--- src/rtl/clock_divider_pkg.sv ---
// clock_divider_pkg
// Shared width and type definitions for the counter-based clock divider.
// Configuration macro: CLKDIV_DIV32_EN widens the counter to 5 bits so the
// divide-by-32 output can be produced; otherwise the counter is 4 bits.
package clock_divider_pkg;

  localparam int unsigned CNT_W_BASE = 4;

`ifdef CLKDIV_DIV32_EN
  localparam int unsigned CNT_W = CNT_W_BASE + 1;
`else
  localparam int unsigned CNT_W = CNT_W_BASE;
`endif

  typedef logic [CNT_W-1:0] cnt_t;

endpackage

--- src/rtl/clkdiv_counter.sv ---
// clkdiv_counter
// Free-running binary up-counter of width CNT_W with asynchronous reset.
// It wraps from all-ones to zero with no stall.
// Ports:
//   clk   - counting clock, rising edge
//   reset - asynchronous, active-high clear
//   cnt   - current count (registered)
// Width follows CLKDIV_DIV32_EN through clock_divider_pkg.
module clkdiv_counter
  import clock_divider_pkg::*;
(
  input  logic clk,
  input  logic reset,
  output cnt_t cnt
);

  always_ff @(posedge clk or posedge reset) begin
    if (reset) begin
      cnt <= '0;
    end else begin
      cnt <= cnt + cnt_t'(1);
    end
  end

endmodule

--- src/rtl/clock_divider_count.sv ---
// clock_divider_count
// Divide-by-2/4/8/16 (and optionally /32) clock strobes taken directly from
// the bits of a single up-counter, so every output is a flop output with a
// 50 % duty cycle and all edges aligned to rising clk.
// Ports:
//   clk        - input clock
//   reset      - asynchronous, active-high; forces all outputs to 0
//   divideby2  - clk / 2
//   divideby4  - clk / 4
//   divideby8  - clk / 8
//   divideby16 - clk / 16
//   divideby32 - clk / 32, present only when CLKDIV_DIV32_EN is defined
module clock_divider_count
  import clock_divider_pkg::*;
(
  input  logic clk,
  input  logic reset,
  output logic divideby2,
  output logic divideby4,
  output logic divideby8,
  output logic divideby16
`ifdef CLKDIV_DIV32_EN
  ,
  output logic divideby32
`endif
);

  cnt_t cnt;

  clkdiv_counter u_counter (
    .clk   (clk),
    .reset (reset),
    .cnt   (cnt)
  );

  // Pure wiring: the ports are the counter flops themselves.
  assign divideby2  = cnt[0];
  assign divideby4  = cnt[1];
  assign divideby8  = cnt[2];
  assign divideby16 = cnt[3];
`ifdef CLKDIV_DIV32_EN
  assign divideby32 = cnt[4];
`endif

endmodule

--- config.mk ---
export PLATFORM = sky130hd
export DESIGN_NAME = clock_divider_count
export DESIGN_NICKNAME = d
export VERILOG_FILES = /design/src/rtl/clock_divider_pkg.sv /design/src/rtl/clkdiv_counter.sv /design/src/rtl/clock_divider_count.sv
export SDC_FILE = /design/constraint.sdc
export NUM_CORES = 1
export LEC_CHECK = 0
export BUFFER_PORTS_ARGS = -buffer_cell sky130_fd_sc_hd__buf_2
export CAP_MARGIN = 15
export CORE_AREA = 4 4 41 43
export CTS_CLUSTER_SIZE = 24
export DETAILED_ROUTE_END_ITERATION = 10
export DIE_AREA = 0 0 45 47
export PLACE_DENSITY = 0.3
export SYNTH_ARGS = -nofsm -noshare
export SYNTH_HDL_FRONTEND = slang
export SYNTH_SLANG_ARGS = --single-unit
--- constraint.sdc ---
create_clock -name clk -period 1.12 [get_ports clk]
set_clock_uncertainty 0.2 [all_clocks]
set_input_delay 0.224 -clock clk [delete_from_list [all_inputs] [get_ports clk]]
set_output_delay 0.224 -clock clk [all_outputs]
set_load 0.05 [all_outputs]
---- Word level (Yosys, flattened, before mapping) ----
Cells that the tools add are included.
operators by class
  $add $sub $neg .......................... 1
operator list
  operator               count
  $add A4 B1 Y4 const B  1
storage, ports and cells
  output and inout bits ................... 4
  flip-flop bits (word level) ............. 4

---- Depth between registers and ports, before layout ----
Gate-level depths: netlist of the first run.
  depth in word-level cells ............... 1
  gate-level depth with buffers ........... 2
  depth with buffers taken out ............ 2

---- Least setup slack after synthesis of the first run ----
Ideal clock, no wire load.
  kind .................................... reg2reg
  from .................................... register u_counter.cnt[0]
  to ...................................... register u_counter.cnt[2]
  setup slack ............................. -0.236 ns
  data arrival time ....................... 1.006 ns
  cell stages (with the launch flop) ...... 3
  setup time .............................. 0.150 ns
  path through ............................ dfrtp_1 -> ha_1 -> xor2_1
on the way
  word-level cells in the longest chain between the ends .. 1
RTL lines
  what                      line                  RTL
  start: declaration        clkdiv_counter.sv:14  output cnt_t cnt
  start signal: assignment  clkdiv_counter.sv:21  cnt <= cnt + cnt_t'(1);
  $add A4 B1 Y4             clkdiv_counter.sv:21
No other way between the ends.

---- Worst setup path after layout of the first run ----
  from .................................... register u_counter.cnt[0]
  to ...................................... output divideby2
RTL lines
  what              line                       RTL
  end: declaration  clock_divider_count.sv:18  output logic divideby2,
No word-level cell between the ends.

==> results.cfg, run 1 <==
[sta]
tightest_slew_ns = 0.1424
setup_slack_ns = -0.1076
hold_viol_final = 0
fin_crit_ns = 1.228
setup_viol_count_final = 5
post-route-period-util_pct = 109.6
rsz0062_at_grt = yes
hold_ws_ns = 0.2197
slew_headroom_pct = 90.50
slew_viol_final = 0
max_freq_ghz = 0.8146

[critical_path]
crit_chain = buf_6
cpPeakStageDelay_ns = 0.42
critPathTopFamily = flip-flops
cp_max_fo = 3
r2r_cells = 3
critical_path_depth = 1
crit_path_end_kind = primary output
arrival_ns = 0.80
crit_required_ns = 0.70
critPathKind = register to primary output
cpMaxStageDelayCell = dfrtp_2
cp-start-kind = register
worst-path-buf-inv = 1

[die]
die_w_um = 45
die_y_um = 47
pin_count = 6
die_area_um2 = 2115
start_util_pct = 10.96
core_area_um2 = 1301
rows = 13

[yosys]
ys_top_cells_by_area = dfrtp_1, ha_1, xnor2_1
ys_warn_count = 0
seq_area_frac_synth_pct = 70.18
synthesis.nets = 13
yosysUniqueCellTypes = 6
synth_area_per_cell_um2 = 14.26
yosysTopAreaCellShare_pct = 70.18
netlist_area_um2 = 142.6
synth-seq-cells = 4
syn_inst = 10
synth.largest_area_cell = dfrtp_1

[finish]
reg_top3 = u_counter.cnt: 4 flops
largest_register = u_counter.cnt
nFillCells = 147
final_cell_mix = buf_6, clkbuf_4, dfrtp_2
utilization_pct = 21.63
final_common_cell = buf_6
final_cells = 38
final_nets = 27
drive_gt1_share_pct = 60.87
area_growth_pct = 97.37
largest_reg_flops = 4
antenna_cells = 0

[clocking]
numClockSinks = 4
htree_levels = 1
cts_buffer_depth = 2
tritoncts = yes
cts_buffers = 3
root_buffer = clkbuf_4
clk_latency_ns = 0.23
path_clk_slew_ns = 0.04

[grt]
overflow = 0
grt_use_total_pct = 4.358
grt_antenna_before_repair = 0
grt_max_degree = 5
grt_pass1_vias = 139
grt_pass1_wl_um = 531

[run_status]
outcome = complete, but fails checks
violations = negative setup slack

[hold_path]
hp-class = primary input to async pin

[routing]
drt-initial-drc-count = 0
drtPass1Iterations = 1
routed_wl_um = 272
vias = 111
post-route-drc-count = 0
wl_per_cell_um = 7.158
viasPerCell = 2.921
ant_nets = 0

[flow_run]
drv_cap = 0

[place]
dp.cells = 30
io_buffer_count = 5
gp_congestion = 0.6178

[pwr]
p_per_area_nw_per_um2 = 1215
ir_drop_uv = 470.5
power.leakage_nw = 0.1481
-- worst paths after layout --
| check | start | end | slack (ns) |
|---|---|---|---|
| setup / recovery | u_counter.cnt[0] | divideby2 | -0.11 |
| hold / removal | reset | u_counter.cnt[2] | 0.22 |
| setup reg to reg | u_counter.cnt[0] | u_counter.cnt[2] | -0.06 |
| hold reg to reg | u_counter.cnt[0] | u_counter.cnt[0] | 0.26 |
| max in group asynchronous | reset | u_counter.cnt[0] | 0.34 |
| min in group clk | u_counter.cnt[0] | u_counter.cnt[0] | 0.26 |
-- area by class of cell --
| cell class | count | area (um^2) | share of cell area (%) |
|---|---|---|---|
| timing repair buffer | 9 | 90.09 | 32.00 |
| tap | 15 | 18.77 | 6.667 |
| multi-input combinational | 4 | 35.03 | 12.44 |
| sequential | 4 | 103.9 | 36.89 |
| inverter | 2 | 7.507 | 2.667 |
| clock buffer | 4 | 26.28 | 9.333 |
-- routing by layer --
| metal | part of all wire [%] | wire, um | up-vias | GRT usage [%] |
|---|---|---|---|---|
| li1 | - | - | 56 | - |
| met1 | 47 | 129 | 50 | 4.358 |
| met5 | 0 | 0 | - | 0 |
| met3 | 8.5 | 23 | 0 | 2.299 |
| met4 | 0 | 0 | 0 | 8.772 |
| met2 | 44 | 119 | 5 | 4.237 |
-- kinds of logic (layout without fill, tap and decap cells) --
group	Yosys count	count (layout)	share of synthesized area (%)
xor gates and xnor gates	2	2	12.28
DFF	4	4	70.18
adders and majority gates	1	1	8.771
buffers and inverters	2	15	5.265
and+or+nand+nor	1	1	3.505
-- power breakdown --
group | switching (mW) | internal, mW
Combinational | 0.00341 | 0.00375
Sequential | 0 | 0.145
Clock | 0.0561 | 0.134
-- Yosys cell counts --
| master | instances |
|---|---|
| dfrtp_1 | 4 |
| xnor2_1 | 1 |
| xor2_1 | 1 |
| ha_1 | 1 |
| inv_1 | 2 |
| nand3_1 | 1 |
-- per-stage QoR --
| step | power [mW] | worst slack [ns] | setup TNS (ns) | area, um^2 |
|---|---|---|---|---|
| floorplan | 0.1495 | -0.1102 | -0.1302 | 146.4 |
| global placement | 0.1520 | 0.05212 | 0 | 190.2 |
| detailed placement | 0.1519 | 0.03751 | 0 | 190.2 |
| CTS | 0.3544 | -0.1215 | -0.4860 | 281.5 |
| global route | 0.3806 | -0.1459 | -0.6381 | 281.5 |
| finish | 0.3421 | -0.1076 | -0.4335 | 281.5 |
-- timing repair --
action / CTS / global route
resized for setup: 10 / 0
hold buffers: 1 / 0
setup endpoints to repair: 4 / 6
hold endpoints to repair: 4 / 0
setup buffers: 3 / 0
(Power assumes the default switching activity.)
==> inputs of run 2 (changes only) <==
SETUP_SLACK_MARGIN = 0.15   (was default)
==> results.cfg, run 2 (synthesis gave the netlist of run 1 again) <==
[run_status]
outcome = complete, but fails checks
violations = negative setup slack

[finish]
nFillCells = 138
utilization_pct = 24.23
final_cell_mix = buf_6, dfrtp_2, clkbuf_4
drive_gt1_share_pct = 78.26
final_nets = 28
antenna_cells = 0
reg_top3 = u_counter.cnt: 4 flops
area_growth_pct = 121.1
final_common_cell = buf_6
largest_reg_flops = 4
largest_register = u_counter.cnt

[critical_path]
cp_max_fo = 2
critPathTopFamily = flip-flops
critPathKind = register to primary output
arrival_ns = 0.80
cpMaxStageDelayCell = dfrtp_2
crit_required_ns = 0.70
cpPeakStageDelay_ns = 0.41
cp-start-kind = register
worst-path-buf-inv = 1
crit_chain = buf_8
crit_path_end_kind = primary output

[routing]
ant_nets = 0
wl_per_cell_um = 7.737
routed_wl_um = 294
wl_met3_um = 47
vias = 117
top_layer = met4
post-route-drc-count = 0
drt-initial-drc-count = 1
wl_met2_um = 108
drtPass1Iterations = 2
viasPerCell = 3.079
wl_met1_um = 118

[sta]
setup_slack_ns = -0.1051
max_freq_ghz = 0.8163
post-route-period-util_pct = 109.4
setup_tns_ns = -0.3843
slew_viol_final = 0
hold_ws_ns = 0.2109
hold_viol_final = 0
setup_viol_count_final = 4
fin_crit_ns = 1.225
rsz0062_at_grt = yes
tightest_slew_ns = 0.1499
slew_headroom_pct = 90.00

[die]
pin_count = 6
rows = 13
die_area_um2 = 2115
die_w_um = 45
start_util_pct = 10.96
die_y_um = 47
core_area_um2 = 1301

[grt]
grt_pass1_vias = 128
grt_antenna_before_repair = 0
overflow = 0
grt_max_degree = 5
grt_pass1_wl_um = 579
grt_use_total_pct = 5.155

[flow_run]
drv_cap = 0

[pwr]
netSwitchingPower_mw = 0.05885
power_mw = 0.3274
power.leakage_nw = 0.1540
seqPwrFrac_pct = 44.4
ir_drop_uv = 495.6
sw_frac_of_total_pct = 17.97
p_clk_share_pct = 53.5
p_int_mw = 0.2686
p_per_area_nw_per_um2 = 1039
p_comb_share_pct = 2.1

[clocking]
clk_latency_ns = 0.23
htree_levels = 1
root_buffer = clkbuf_4
tritoncts = yes
cts_buffers = 3
path_clk_slew_ns = 0.04
cts_buffer_depth = 2
numClockSinks = 4

[place]
gp_congestion = 0.6494
hpwlAfterDp_um = 216.6
io_buffer_count = 5
dp_slack_ns = 0.04461

[hold_path]
hp-class = primary input to async pin
## run 2: cell count changes in the layout (fill, tap and decap cells not counted), sizes merged
cell    delta
clkbuf     -1
buf        +1
## run 2: tightest hold or removal path, stage by stage
cell	delay (ns)
dlygate4sd3_1	0.53
buf_2	0.12
inv_1	0.12
## run 2: path summary, 6_finish.rpt
kind	start	depth (start not counted)	endpoint	slack, ns
min in group clk	u_counter.cnt[0]	2	u_counter.cnt[0]	0.35
worst min-delay path	reset	3	u_counter.cnt[2]	0.21
worst max register to register	u_counter.cnt[0]	3	u_counter.cnt[2]	0
worst max-delay path	u_counter.cnt[2]	1	divideby8	-0.11
max in group asynchronous	reset	3	u_counter.cnt[1]	0.34
worst min register to register	u_counter.cnt[0]	2	u_counter.cnt[0]	0.35
## run 2: through the flow
step / std cells / instance area (um^2)
after floorplan: 10 / 160.2
after global placement: 30 / 203.9
after detailed placement: 30 / 203.9
after CTS: 38 / 311.5
after global routing: 38 / 315.3
final: 38 / 315.3
## run 2: per-layer routing
metal / global-route usage, % / vias to the layer above
met5: 0 / -
met4: 7.018 / 0
met3: 5.747 / 2
met2: 5.367 / 9
met1: 4.368 / 49
li1: - / 57
## run 2: final cells by class
type	count	area [um^2]	share of cell area, %
clock buffers	3	22.52	7.143
repair buffers	10	108.9	34.52
flip-flops and latches	4	105.1	33.33
well taps	15	18.77	5.952
multi-input cells	4	52.55	16.67
inverters	2	7.507	2.381
## run 2: power by group through the flow
| stage | clock [mW] | combinational (mW) | sequential (mW) |
|---|---|---|---|
| 2_1_floorplan | 0 | 0.00240 | 0.147 |
| 6_report | 0.175 | 0.00704 | 0.145 |
| 4_1_cts | 0.181 | 0.00739 | 0.145 |
| 5_1_grt | 0.200 | 0.00876 | 0.145 |
| 3_3_place_gp | 0 | 0.00453 | 0.147 |
| 3_5_place_dp | 0 | 0.00467 | 0.147 |
## run 2: repair_timing
action,in CTS,in global routing
hold buffers,1,0
gates resized for setup,13,1
buffers inserted,4,0
pin swaps,1,0
gates cloned,0,0
hold endpoints to repair,4,0
setup endpoints to repair,5,7
